==> src/rtl/rr_stream_mux_pkg.sv <==
// Shared definitions for the round-robin stream multiplexer.
//   MODE_FIXED / MODE_RR : values of the mux 'mode' input.
//   next_ptr()           : rotation helper, returns the channel after k (mod n).
package rr_stream_mux_pkg;

  localparam logic MODE_FIXED = 1'b0;
  localparam logic MODE_RR    = 1'b1;

  // Channel following k in an n-channel ring; the last channel wraps to 0.
  function automatic int unsigned next_ptr(input int unsigned k, input int unsigned n);
    return (k == n - 1) ? 0 : k + 1;
  endfunction

endpackage

==> src/rtl/rr_arbiter.sv <==
// Rotating-priority arbiter (purely combinational).
//   req : per-requester request bits
//   ptr : index with highest priority this cycle; priority falls off
//         ptr, ptr+1, ... wrapping modulo N
//   gnt : one-hot grant to the first requester found, all-zero if none
module rr_arbiter #(
  parameter  int N  = 4,
  localparam int PW = (N > 1) ? $clog2(N) : 1
) (
  input  logic [N-1:0]  req,
  input  logic [PW-1:0] ptr,
  output logic [N-1:0]  gnt
);

  // One extra bit so ptr + k never overflows before the modulo fold.
  localparam int IW = PW + 1;

  logic [IW-1:0] idx;
  logic          found;

  always_comb begin
    gnt   = '0;
    idx   = '0;
    found = 1'b0;
    for (int k = 0; k < N; k++) begin
      idx = {1'b0, ptr} + IW'(k);
      if (idx >= IW'(N)) idx = idx - IW'(N);
      if (!found && req[idx[PW-1:0]]) begin
        gnt[idx[PW-1:0]] = 1'b1;
        found            = 1'b1;
      end
    end
  end

endmodule

==> src/rtl/rr_stream_mux.sv <==
// N-to-1 valid/ready stream multiplexer with a one-word output register.
//   clk, rst             : clock, asynchronous active-high reset
//   in_data / in_valid   : N channels, channel i at in_data[i*W +: W]
//   in_ready             : combinational, at most one bit high per cycle
//   mode                 : MODE_FIXED picks channel 'sel', MODE_RR rotates
//   sel                  : channel index used in fixed mode
//   out_data / out_valid : registered output word
//   out_chan             : channel that sourced out_data
//   out_ready            : downstream ready
// State is only the output register and the round-robin pointer.
module rr_stream_mux
  import rr_stream_mux_pkg::*;
#(
  parameter  int N  = 4,
  parameter  int W  = 8,
  localparam int PW = $clog2(N)
) (
  input  logic           clk,
  input  logic           rst,
  input  logic [N*W-1:0] in_data,
  input  logic [N-1:0]   in_valid,
  output logic [N-1:0]   in_ready,
  input  logic           mode,
  input  logic [PW-1:0]  sel,
  output logic [W-1:0]   out_data,
  output logic           out_valid,
  input  logic           out_ready,
  output logic [PW-1:0]  out_chan
);

  logic [W-1:0]  out_data_q,  out_data_d;
  logic          out_valid_q, out_valid_d;
  logic [PW-1:0] out_chan_q,  out_chan_d;
  logic [PW-1:0] ptr_q,       ptr_d;

  logic [N-1:0]  gnt_rr, gnt_fix, gnt;
  logic          load_en, take;
  logic [W-1:0]  win_data;
  logic [PW-1:0] win_chan;

  rr_arbiter #(.N(N)) u_arb (
    .req (in_valid),
    .ptr (ptr_q),
    .gnt (gnt_rr)
  );

  // Fixed select: out-of-range sel (possible when N is not a power of 2)
  // must not grant anything.
  always_comb begin
    gnt_fix = '0;
    if (32'(sel) < 32'(N)) begin
      if (in_valid[sel]) gnt_fix[sel] = 1'b1;
    end
  end

  assign gnt     = (mode == MODE_RR) ? gnt_rr : gnt_fix;
  // Register can take a word when empty or when its word leaves this cycle.
  assign load_en = !out_valid_q || out_ready;
  assign take    = (|gnt) && load_en;
  // Reset masks ready directly so no handshake is seen while rst is held.
  assign in_ready = rst ? '0 : (gnt & {N{load_en}});

  // gnt is one-hot, so an OR-reduction acts as the mux and the encoder.
  always_comb begin
    win_data = '0;
    win_chan = '0;
    for (int i = 0; i < N; i++) begin
      if (gnt[i]) begin
        win_data = win_data | in_data[i*W +: W];
        win_chan = win_chan | PW'(i);
      end
    end
  end

  always_comb begin
    out_data_d  = out_data_q;
    out_valid_d = out_valid_q;
    out_chan_d  = out_chan_q;
    ptr_d       = ptr_q;
    if (take) begin
      out_data_d  = win_data;
      out_chan_d  = win_chan;
      out_valid_d = 1'b1;
      if (mode == MODE_RR) ptr_d = PW'(next_ptr(32'(win_chan), N));
    end else if (out_ready) begin
      out_valid_d = 1'b0;
    end
  end

  always_ff @(posedge clk or posedge rst) begin
    if (rst) begin
      out_data_q  <= '0;
      out_valid_q <= 1'b0;
      out_chan_q  <= '0;
      ptr_q       <= '0;
    end else begin
      out_data_q  <= out_data_d;
      out_valid_q <= out_valid_d;
      out_chan_q  <= out_chan_d;
      ptr_q       <= ptr_d;
    end
  end

  assign out_data  = out_data_q;
  assign out_valid = out_valid_q;
  assign out_chan  = out_chan_q;

endmodule

==> config.mk <==
export PLATFORM = sky130hd
export DESIGN_NAME = rr_stream_mux
export DESIGN_NICKNAME = d
export VERILOG_FILES = /design/src/rtl/rr_stream_mux_pkg.sv /design/src/rtl/rr_arbiter.sv /design/src/rtl/rr_stream_mux.sv
export SDC_FILE = /design/constraint.sdc
export NUM_CORES = 1
export LEC_CHECK = 0
export ABC_AREA = 1
export CORE_MARGIN = 3
export CORE_UTILIZATION = 42
export DETAILED_ROUTE_END_ITERATION = 16
export PLACE_DENSITY = 0.89
export SLEW_MARGIN = 30
export SYNTH_ARGS = -nofsm -noshare
export SYNTH_HDL_FRONTEND = slang
export SYNTH_SLANG_ARGS = --single-unit
==> constraint.sdc <==
create_clock -name clk -period 3.07 [get_ports clk]
set_input_delay 0.4605 -clock clk [delete_from_list [all_inputs] [get_ports clk]]
set_output_delay 0.4605 -clock clk [all_outputs]
set_load 0.005 [all_outputs]
==> impl_metrics.ini <==
[run_status]
status = completed

[finish]
drive_gt1_share_pct = 13.5
diodes = 0
stdcell_count = 317
syn_to_final_growth_pct = 49.6
layout.nets = 324
fillers = 267

[power]
ir_drop_uv = 337
totalPowerFinal_mw = 1.40
p_leak_nw = 1.01
powerDensity_nw_per_um2 = 716

[clock_network]
path_clk_slew_ns = 0.08
cts.sinks = 13
cts_max_level = 1
hold_buffers = 0
cts_tree = done
root_buffer = clkbuf_4
cts_made_buffers = 3
ctsLongestPathBuffers = 2
clock_latency_ns = 0.27

[floorplanning]
die_x_microns = 61.9
core_sq_um = 2880
die_h_microns = 61.9
rows = 19
io_pins = 57
initial_core_util_pct = 45.6
die_area_sq_um = 3830

[drt]
ant_nets = 0
drtIter0Drc = 75
drcViolationCount = 0
dr.pass1.iters = 4
via_per_inst = 4.70
num_vias = 1490
wl_microns = 3510
routedWlPerCell_microns = 11.1

[global_route]
met1_usage_pct = 23.7
antenna_found_initial = 0
grt_max_degree = 14
use_met2_pct = 32.4
gr-total-overflow = 0
grt_pass1_vias = 1260
grt-busiest-layer = met2
grt.total_usage_pct = 18.6
grt_pass1_wl_microns = 5340
grt.met3_usage_pct = 4.13

[yosys]
synth-async-reset-ratio_pct = 100
synth_most_common_cell = nand2_1
synth_warnings = 0
synth.top_cells.by_count = 97 x nand2_1, 21 x nand3_1, 18 x inv_1
synth-seq-area-share_pct = 24.8
synth_nets = 261
synth_area_leader_cell = nand2_1
ys_types = 21
syn-cell-area_sq_um = 1310
ys_ff_latch = 13
netlist_top_cells_area = nand2_1 28%, dfrtp_1 25%, nand3_1 8.0%, ha_1 5.7%, inv_1 5.1%
synth_edf_count = 0
ys.flop_type = dfrtp_1
synth.top_cell.area_share_pct = 27.7
synthCells = 213
avgSynthCellArea_sq_um = 6.16

[worst_setup_path]
path_max_fanout = 5
worst-endpoint-arrival_ns = 2.39
endpoint_kind = output pin
startpoint = ptr_q[0]
start_kind = flop
rr_startpoint = ptr_q[0]
r2r_setup_slack_ns = 0.88
required_ns = 2.61
worst-setup-path-type = flop to output pin

[sta]
hold_viol = 0
finalSetupViolCount = 0
fin_ws_ns = 0.216
slew_headroom_pct = 76.2
min_period_ns = 2.85
tightestPinTransition_ns = 0.353
rsz0062_at_grt = false
totalNegativeSetupSlack_ns = 0
timing.final.crit_share_pct = 93.0
slew_viol_final = 0
finClkSkew_ns = 0.00788
fmax_mhz = 350

[placed_design]
dp_slack_ns = 0.260
numPortBuffers = 56
dp_hpwl_microns = 2920
routabilityCongestion = 0.838
dp_cells = 312

[flow_run]
maxCapViolCount = 0

[worst_hold_path]
hold_start = out_chan[0]
hp-class = flop to flop
## logic make-up (layout without fill, tap and decap cells)
kind of cell	count (synthesis)	in the layout	synth area share, %
compound gates	15	15	6.77
fa+ha+maj	6	6	5.72
buf+inv	28	90	9.34
flops	13	13	24.8
simple gates	151	151	53.4
## worst max-delay path: stages (launching register included)
cell             delay, ns
dfrtp_1               0.39
inv_4                 0.04
ha_1                  0.34
inv_1                 0.12
nand3_1               0.08
nand2_1               0.11
nand2_4               0.07
nor2_4                0.13
nand2_1               0.07
nand3_2               0.08
nand2_2               0.09
nor2_1                0.10
clkdlybuf4s50_1       0.50
## repair_timing
| action | in CTS | in global routing |
|---|---|---|
| endpoints found under the setup margin | 0 | 4 |
| buffers inserted | 0 | 1 |
| gates resized for setup | 0 | 1 |
## layout by cell type (no fill, tap or decap)
| cell type | count |
|---|---|
| nand2_4 | 3 |
| clkdlybuf4s50_1 | 56 |
| nand3_1 | 21 |
| inv_4 | 1 |
| clkbuf_4 | 3 |
| o21ai_2 | 1 |
| buf_4 | 5 |
| dfrtp_1 | 13 |
| o21ai_0 | 9 |
| ha_1 | 6 |
| o21ai_1 | 1 |
| inv_1 | 17 |
| nor2_1 | 12 |
| nand3_2 | 2 |
| nand4_1 | 1 |
| clkbuf_1 | 1 |
| o31ai_1 | 4 |
| inv_2 | 7 |
| nand2_2 | 9 |
| nand3_4 | 2 |
| nor2_2 | 2 |
| nand2_1 | 97 |
| nor2_4 | 2 |
## through the flow
stage	instance area, sq um	hold WS [ns]	util, %
5_1_grt	1960	0.509	68.2
2_1_floorplan	1310	0.346	-
6_report	1960	0.487	68.2
3_5_place_dp	1930	0.465	67.1
3_3_place_gp	1930	0.462	67.1
4_1_cts	1960	0.484	68.0
## path summary, 6_finish.rpt
| path | endpoint | cells past startpoint |
|---|---|---|
| worst max-delay path | in_ready[3] | 12 |
| worst min-delay path | out_chan[0] | 2 |
| worst max register to register | out_data[7] | 15 |
| worst min register to register | out_chan[0] | 2 |
| max in group asynchronous | out_data[5] | 3 |
| min in group asynchronous | out_data[7] | 3 |
## where the power goes
group | internal, mW | switching, mW | total [mW]
clock | 0.0503 | 0.0510 | 0.101
combinational | 0.435 | 0.573 | 1.01
sequential | 0.252 | 0.0437 | 0.296
## state kept, by name, indices dropped and copies added (netlist names)
register / count
out_valid: 1
out_chan: 2
ptr_q: 2
out_data: 8
## cell type report
type | count | area (sq um) | area share, %
multi-input combinational | 172 | 865 | 44.0
timing repair buffer | 61 | 598 | 30.5
sequential | 13 | 325 | 16.6
inverter | 25 | 96.3 | 4.91
tap | 42 | 52.6 | 2.68
clock buffer | 4 | 26.3 | 1.34
## layer usage
metal,part of all wire [%],vias up
met5,0,-
met4,0.63,0
met3,5.3,4
met2,50,48
met1,44,647
li1,-,791
No activity file was read; power rests on OpenSTA's default activity.
